[config.mk]
export PLATFORM = sky130hd
export DESIGN_NAME = spi_frame_scheduler_flat
export DESIGN_NICKNAME = d
export VERILOG_FILES = /design/src/rtl/spi_frame_scheduler_if.sv /design/src/rtl/spi_frame_scheduler.sv /design/src/flat_wrapper.sv
export SDC_FILE = /design/constraint.sdc
export NUM_CORES = 1
export LEC_CHECK = 0
export CAP_MARGIN = 20
export CORE_MARGIN = 4
export CORE_UTILIZATION = 25
export CTS_BUF_LIST = sky130_fd_sc_hd__clkbuf_4
export CTS_CLUSTER_SIZE = 8
export DETAILED_ROUTE_END_ITERATION = 6
export MAX_ROUTING_LAYER = met4
export SYNTH_ARGS = -nofsm -noshare
export SYNTH_HDL_FRONTEND = slang
export SYNTH_SLANG_ARGS = --single-unit
[constraint.sdc]
create_clock -name clk -period 3.9 [get_ports clk]
set_clock_uncertainty 0.2 [all_clocks]
set_input_delay 1.17 -clock clk [delete_from_list [all_inputs] [get_ports clk]]
set_output_delay 1.17 -clock clk [all_outputs]
set_load 0.005 [all_outputs]
[src/rtl/spi_frame_scheduler_if.sv]
// Bus between the SPI frame scheduler and its surroundings: slave-side frame buffers,
// channel feedback in, committed setpoints/status out, plus the FSM state for observation.
interface spi_frame_scheduler_if #(
  parameter int CHANNELS = 2,
  parameter int CH_WIDTH = 32
);
  localparam int DATA_W      = CHANNELS * CH_WIDTH;
  localparam int BUFFER_SIZE = 48 + DATA_W;

  logic                   ssel;
  logic [BUFFER_SIZE-1:0] rx_frame;
  logic                   pkg_timeout;
  logic [DATA_W-1:0]      fb_data;
  logic [BUFFER_SIZE-1:0] tx_frame;
  logic [DATA_W-1:0]      sp_data;
  logic                   sp_update;
  logic [7:0]             out_flags;
  logic                   enable;
  logic [7:0]             frame_seq;
  logic [7:0]             err_count;
  logic [1:0]             state;

  modport slave (
    input  ssel, rx_frame, pkg_timeout, fb_data,
    output tx_frame, sp_data, sp_update, out_flags, enable, frame_seq, err_count, state
  );

  modport master (
    output ssel, rx_frame, pkg_timeout, fb_data,
    input  tx_frame, sp_data, sp_update, out_flags, enable, frame_seq, err_count, state
  );
endinterface

[src/rtl/spi_frame_scheduler.sv]
// Frame-level controller for the SPI slave: snapshots tx at frame start, validates and commits
// the received frame at frame end, and drops to a safe fault state on link loss.
module spi_frame_scheduler #(
  parameter logic [31:0] MSGID    = 32'h74697277,
  parameter int          CHANNELS = 2,
  parameter int          CH_WIDTH = 32,
  parameter int          XFER_MAX = 480000
) (
  input logic                  clk,
  input logic                  reset,
  spi_frame_scheduler_if.slave bus
);
  localparam int DATA_W      = CHANNELS * CH_WIDTH;
  localparam int BUFFER_SIZE = 48 + DATA_W;
  localparam int CNT_W       = $clog2(XFER_MAX + 1);

  // state encoding is exposed on bus.state: IDLE=0, XFER=1, COMMIT=2, FAULT=3
  typedef enum logic [1:0] {
    IDLE   = 2'd0,
    XFER   = 2'd1,
    COMMIT = 2'd2,
    FAULT  = 2'd3
  } state_t;

  state_t                 state;
  logic [2:0]             ssel_sr;
  logic                   pkg_timeout_q;
  logic                   fault;
  logic [CNT_W-1:0]       xfer_cnt;
  logic [BUFFER_SIZE-1:0] tx_frame;
  logic [DATA_W-1:0]      sp_data;
  logic                   sp_update;
  logic [7:0]             out_flags;
  logic                   enable;
  logic [7:0]             frame_seq;
  logic [7:0]             err_count;

  logic                   start;
  logic                   stop;
  logic                   timeout_rise;
  logic [31:0]            rx_header;
  logic [7:0]             rx_seq;
  logic [7:0]             rx_flags;
  logic [DATA_W-1:0]      rx_data;

  assign start        = (ssel_sr[2:1] == 2'b10);
  assign stop         = (ssel_sr[2:1] == 2'b01);
  assign timeout_rise = bus.pkg_timeout & ~pkg_timeout_q;

  assign rx_header = bus.rx_frame[BUFFER_SIZE-1 -: 32];
  assign rx_seq    = bus.rx_frame[BUFFER_SIZE-33 -: 8];
  assign rx_flags  = bus.rx_frame[BUFFER_SIZE-41 -: 8];
  assign rx_data   = bus.rx_frame[DATA_W-1:0];

  assign bus.tx_frame  = tx_frame;
  assign bus.sp_data   = sp_data;
  assign bus.sp_update = sp_update;
  assign bus.out_flags = out_flags;
  assign bus.enable    = enable;
  assign bus.frame_seq = frame_seq;
  assign bus.err_count = err_count;
  assign bus.state     = state;

  function automatic logic [7:0] sat_inc(input logic [7:0] v);
    return (v == 8'hFF) ? v : v + 8'd1;
  endfunction

  always_ff @(posedge clk) begin
    if (reset) begin
      state         <= IDLE;
      // zero preload: a frame already in progress at reset release never looks like a start
      ssel_sr       <= 3'b000;
      pkg_timeout_q <= 1'b0;
      fault         <= 1'b1;
      xfer_cnt      <= '0;
      tx_frame      <= {MSGID, 8'h00, 8'h80, {DATA_W{1'b0}}};
      sp_data       <= '0;
      sp_update     <= 1'b0;
      out_flags     <= 8'h00;
      enable        <= 1'b0;
      frame_seq     <= 8'h00;
      err_count     <= 8'h00;
    end else begin
      ssel_sr       <= {ssel_sr[1:0], bus.ssel};
      pkg_timeout_q <= bus.pkg_timeout;
      sp_update     <= 1'b0;
      enable        <= ~fault;
      if (timeout_rise) begin
        state     <= FAULT;
        fault     <= 1'b1;
        enable    <= 1'b0;
        out_flags <= 8'h00;
        sp_update <= 1'b1;
      end else begin
        case (state)
          IDLE, FAULT: begin
            if (start) begin
              tx_frame <= {MSGID, frame_seq,
                           {fault, bus.pkg_timeout, 1'b0, err_count[4:0]}, bus.fb_data};
              xfer_cnt <= '0;
              state    <= XFER;
            end
          end
          XFER: begin
            xfer_cnt <= xfer_cnt + 1'b1;
            if (stop) begin
              state <= COMMIT;
            end else if (xfer_cnt == CNT_W'(XFER_MAX - 1)) begin
              err_count <= sat_inc(err_count);
              state     <= fault ? FAULT : IDLE;
            end
          end
          COMMIT: begin
            // after a fault the first good header is accepted regardless of SEQ
            if (rx_header != MSGID || (rx_seq == frame_seq && !fault)) begin
              err_count <= sat_inc(err_count);
              state     <= fault ? FAULT : IDLE;
            end else begin
              sp_data   <= rx_data;
              out_flags <= rx_flags;
              frame_seq <= rx_seq;
              sp_update <= 1'b1;
              fault     <= bus.pkg_timeout;
              state     <= bus.pkg_timeout ? FAULT : IDLE;
            end
          end
          default: state <= IDLE;
        endcase
      end
    end
  end
endmodule

[src/flat_wrapper.sv]
// flat-port wrapper written by rule: the top's interface ports become plain ports
module spi_frame_scheduler_flat 
#(
  parameter logic [31:0] MSGID    = 32'h74697277,
  parameter int          CHANNELS = 2,
  parameter int          CH_WIDTH = 32,
  parameter int          XFER_MAX = 480000
)
  (clk, reset, bus_ssel, bus_rx_frame, bus_pkg_timeout, bus_fb_data, bus_tx_frame, bus_sp_data, bus_sp_update, bus_out_flags, bus_enable, bus_frame_seq, bus_err_count, bus_state);
  spi_frame_scheduler_if #(.CHANNELS(CHANNELS), .CH_WIDTH(CH_WIDTH)) bus_i ();
  input logic clk;
  input logic reset;
  input wire logic [$bits(bus_i.ssel)-1:0] bus_ssel;
  input wire logic [$bits(bus_i.rx_frame)-1:0] bus_rx_frame;
  input wire logic [$bits(bus_i.pkg_timeout)-1:0] bus_pkg_timeout;
  input wire logic [$bits(bus_i.fb_data)-1:0] bus_fb_data;
  output wire logic [$bits(bus_i.tx_frame)-1:0] bus_tx_frame;
  output wire logic [$bits(bus_i.sp_data)-1:0] bus_sp_data;
  output wire logic [$bits(bus_i.sp_update)-1:0] bus_sp_update;
  output wire logic [$bits(bus_i.out_flags)-1:0] bus_out_flags;
  output wire logic [$bits(bus_i.enable)-1:0] bus_enable;
  output wire logic [$bits(bus_i.frame_seq)-1:0] bus_frame_seq;
  output wire logic [$bits(bus_i.err_count)-1:0] bus_err_count;
  output wire logic [$bits(bus_i.state)-1:0] bus_state;
  assign bus_i.ssel = bus_ssel;
  assign bus_i.rx_frame = bus_rx_frame;
  assign bus_i.pkg_timeout = bus_pkg_timeout;
  assign bus_i.fb_data = bus_fb_data;
  assign bus_tx_frame = bus_i.tx_frame;
  assign bus_sp_data = bus_i.sp_data;
  assign bus_sp_update = bus_i.sp_update;
  assign bus_out_flags = bus_i.out_flags;
  assign bus_enable = bus_i.enable;
  assign bus_frame_seq = bus_i.frame_seq;
  assign bus_err_count = bus_i.err_count;
  assign bus_state = bus_i.state;
  spi_frame_scheduler #(.MSGID(MSGID), .CHANNELS(CHANNELS), .CH_WIDTH(CH_WIDTH), .XFER_MAX(XFER_MAX)) u_core (.clk(clk), .reset(reset), .bus(bus_i));
endmodule
==> impl_results.md <==
- Final wirelength: 25,000 microns
- Via density: 4.35
- DIE HEIGHT: 183 microns
- Grt ovf: 0
- Required time of the critical path: about 4.2 ns
- Post-DR wirelength/cell: 14.9 microns
- Inst Count DP: 1,640
- Final setup fails: 0
- Detail Route Antenna Nets: 0
- Post-synth top cells: nand2_1, dfxtp_1, a21oi_1
- Synth top area cells: dfxtp_1, nand2_1, a21oi_1
- Post-synth top area cell: dfxtp_1
- Crit-path cells: clkdlybuf4s50_1 > or4bb_1 > nor4_1 > buf_4 > or3b_4 > or3_2 > buf_12 > nand2_1 > a21oi_1
- 1st-iter DRT viols: 265
- Initial DRT Pass Iterations: 4
- Antenna violations before repair: 1
- DRC Markers: 0
- Area occupied by multi-input gates: roughly 3300 sq um
- Pre-CTS WS: -0.212 ns
- Sequential element share of the synthesized area: 0.512
- Root Driver: clkbuf_4
- Global-route wire length before repair: about 38,000 microns
- Nets: around 1,500
- Crit path arrival time: 3.77 ns
- Clock slew at reported path FFs: 0.16 ns
- Seq cells post-synth: about 200
- Fraction of layout cells with a size suffix above 1: 0.0499
- Detailed placement HPWL: 18,200 microns
- FF-to-FF setup slack: about 1.1 ns
- Hold_buf cts: 0
- H-tree depth: 4
- Netlist cell types: 55
- Cts repair resizes: 0
- FMAX: about 0.28 GHz
- CP Launch Type: input port
- Crit-path max FO: 56
- Critical path class: input port to flop
- Max VDD drop: ~0.00016 V
- Worst slew pin tran: 0.597 ns
- Row cnt: 63
- CP peak stage delay: roughly 0.48 ns
- Hold depth: 2
- Reg2Reg Depth: 7
- RSZ-0062 raised after global routing: false
- Syn avg cell area: 8.09 sq um
- Clock sinks: 195
- Vias: 7,281
- Min-Delay Endpoint: u_core.bus.sp_data[53]$_SDFFE_PP0P_
- Pin count of the biggest net entering global routing: 116
- FILL cells: between 3,000 and 4,000
- Largest buffer count on any clock path: 2
- Synthesized cell area: ~7600 sq um
- Worst Slack Setup Final: 0.390 ns
- Async SR Flop Fraction: 0
- Number of max-cap violations: 0
- CTS buffer count: 17
- Ys flop type: dfxtp_1
- Clock Latency Late Sink: 0.59 ns
- IO buf count: 350
- Max-slew violations: 0
- Final worst-path cycle share: 0.900
- EDFF count, synth: 0
- Pwr Density: 303 nW/um^2
- Die area: about 33,000 sq um
- Post-DP Area: between 10,000 and 15,000 sq um
- Post-CTS repair timing setup buffer count: 0
- Critical-path top delay cell: or3_2
- R2r endpoint: u_core.bus.err_count[5]$_SDFFE_PP0P_
- Worst R2R Start: u_core.xfer_cnt[13]$_SDFFE_PP0P_
- I/O pin count: 384
- Post-synth top area share: 0.512
- Register Area: 3900 sq um
- Vias in the first global route: 6,978
- Post-Layout Cell Count: 1,673
- Min-delay src: u_core.bus.sp_data[53]$_SDFFE_PP0P_
- P_leak: 3.93 nW
- Gp weighted congestion: approximately 0.77
- Post-route cell area: 11,700 sq um
- All-Layer GR Usage: 0.145
- Final core utilization: 0.392
- Initial Utilization: 0.255
- Fin. Hold Viols: 0
- Core area: 29,900 sq um
- Fin crit period: 3.51 ns
- Worst Setup End Kind: flop
- Min-Delay Path Class: flop to flop
- Area Overhead vs Synth: 53.8%
- Most instantiated library cell after synthesis: nand2_1
- Yosys warns: 0
- Die width: 183 microns
- Status: finished clean
- Mapped Cells: 942
- CTS tree: yes
- Max_slew headroom: 0.598
## power by group
part,internal (W),total [W],switching (W)
logic,0.000260,0.000428,0.000168
clock network,0.000296,0.00109,0.000793
registers,0.00202,0.00203,0.0000179
## worst max path at each step
stage / start / end / slack, ns / cells past startpoint
floorplan: bus_rx_frame[90] / u_core.bus.sp_data[31]$_SDFFE_PP0P_ / 0.45 / 8
global placement: bus_rx_frame[93] / u_core.bus.sp_data[50]$_SDFFE_PP0P_ / -0.23 / 9
detailed placement: bus_rx_frame[93] / u_core.bus.sp_data[39]$_SDFFE_PP0P_ / -0.21 / 9
CTS: bus_rx_frame[93] / u_core.bus.sp_data[39]$_SDFFE_PP0P_ / 0.47 / 9
global route: bus_rx_frame[93] / u_core.bus.sp_data[39]$_SDFFE_PP0P_ / 0.36 / 9
finish: bus_rx_frame[93] / u_core.bus.sp_data[49]$_SDFFE_PP0P_ / 0.39 / 9
## cells in the final DEF (no fill, tap or decap), drive strengths merged, types with 9 or more instances in the layout
| master | Yosys | final |
|---|---|---|
| inv | 10 | 20 |
| clkbuf | 39 | 18 |
| buf | 52 | 19 |
| or3 | 11 | 11 |
| xnor2 | 15 | 15 |
| clkdlybuf4s50 | 0 | 349 |
| nand3 | 12 | 12 |
| o21ai | 10 | 10 |
| a21oi | 166 | 166 |
| mux2i | 9 | 9 |
| dfxtp | 195 | 195 |
| nor2 | 33 | 33 |
| nand2 | 313 | 313 |
| conb | 2 | 33 |
## layout make-up
cell class / instances / share of cell area
repair buffers: 368 / 0.318
clock buffers: 18 / 0.0115
clock inverters: 14 / 0.0117
flip-flops and latches: 195 / 0.333
multi-input cells: 677 / 0.280
well taps: 390 / 0.0417
inverters: 10 / 0.00320
diodes: 1 / 0.000214
## per-stage QoR
stage	TNS (ns)	hold slack, ns	total power (W)
2_1_floorplan	0	0.214	0.00226
3_3_place_gp	-16.97	0.237	0.00251
3_5_place_dp	-15.26	0.244	0.00251
4_1_cts	0	0.264	0.00363
5_1_grt	0	0.281	0.00374
6_report	0	0.261	0.00355
## cells by family after synthesis
logic type | count (synthesis) | synth area share
AOI/OAI and AO/OA | 190 | 0.132
xor gates and xnor gates | 21 | 0.0241
adders and majority gates | 4 | 0.00657
buffers and inverters | 101 | 0.0741
DFF | 195 | 0.512
muxes | 10 | 0.0133
other | 2 | 0.000986
and+or+nand+nor | 419 | 0.236
## worst max-delay path, delay by kind of cell
| kind | cells | cell delay, ns |
|---|---|---|
| AND/OR/NAND/NOR | 5 | 1.68 |
| buffers and inverters | 3 | 0.81 |
| AO/OA/AOI/OAI | 1 | 0.06 |
## state kept, by name (all words and copies together), names as in the netlist, 2 cells and up
signal / count
u_core.bus.frame_seq: 8
u_core.bus.out_flags: 8
u_core.ssel_sr: 3
u_core.bus.sp_data: 64
u_core.xfer_cnt: 19
u_core.bus.err_count: 8
u_core.bus.tx_frame: 79
u_core.bus.state: 2
## metal layers
| layer | track usage | vias to the layer above | share of wire |
|---|---|---|---|
| met5 | - | - | 0 |
| met4 | 0.0267 | 0 | 0.0068 |
| met3 | 0.0486 | 9 | 0.086 |
| met2 | 0.233 | 276 | 0.46 |
| met1 | 0.181 | 3308 | 0.45 |
| li1 | - | 3688 | - |
(Power assumes the default switching activity.)
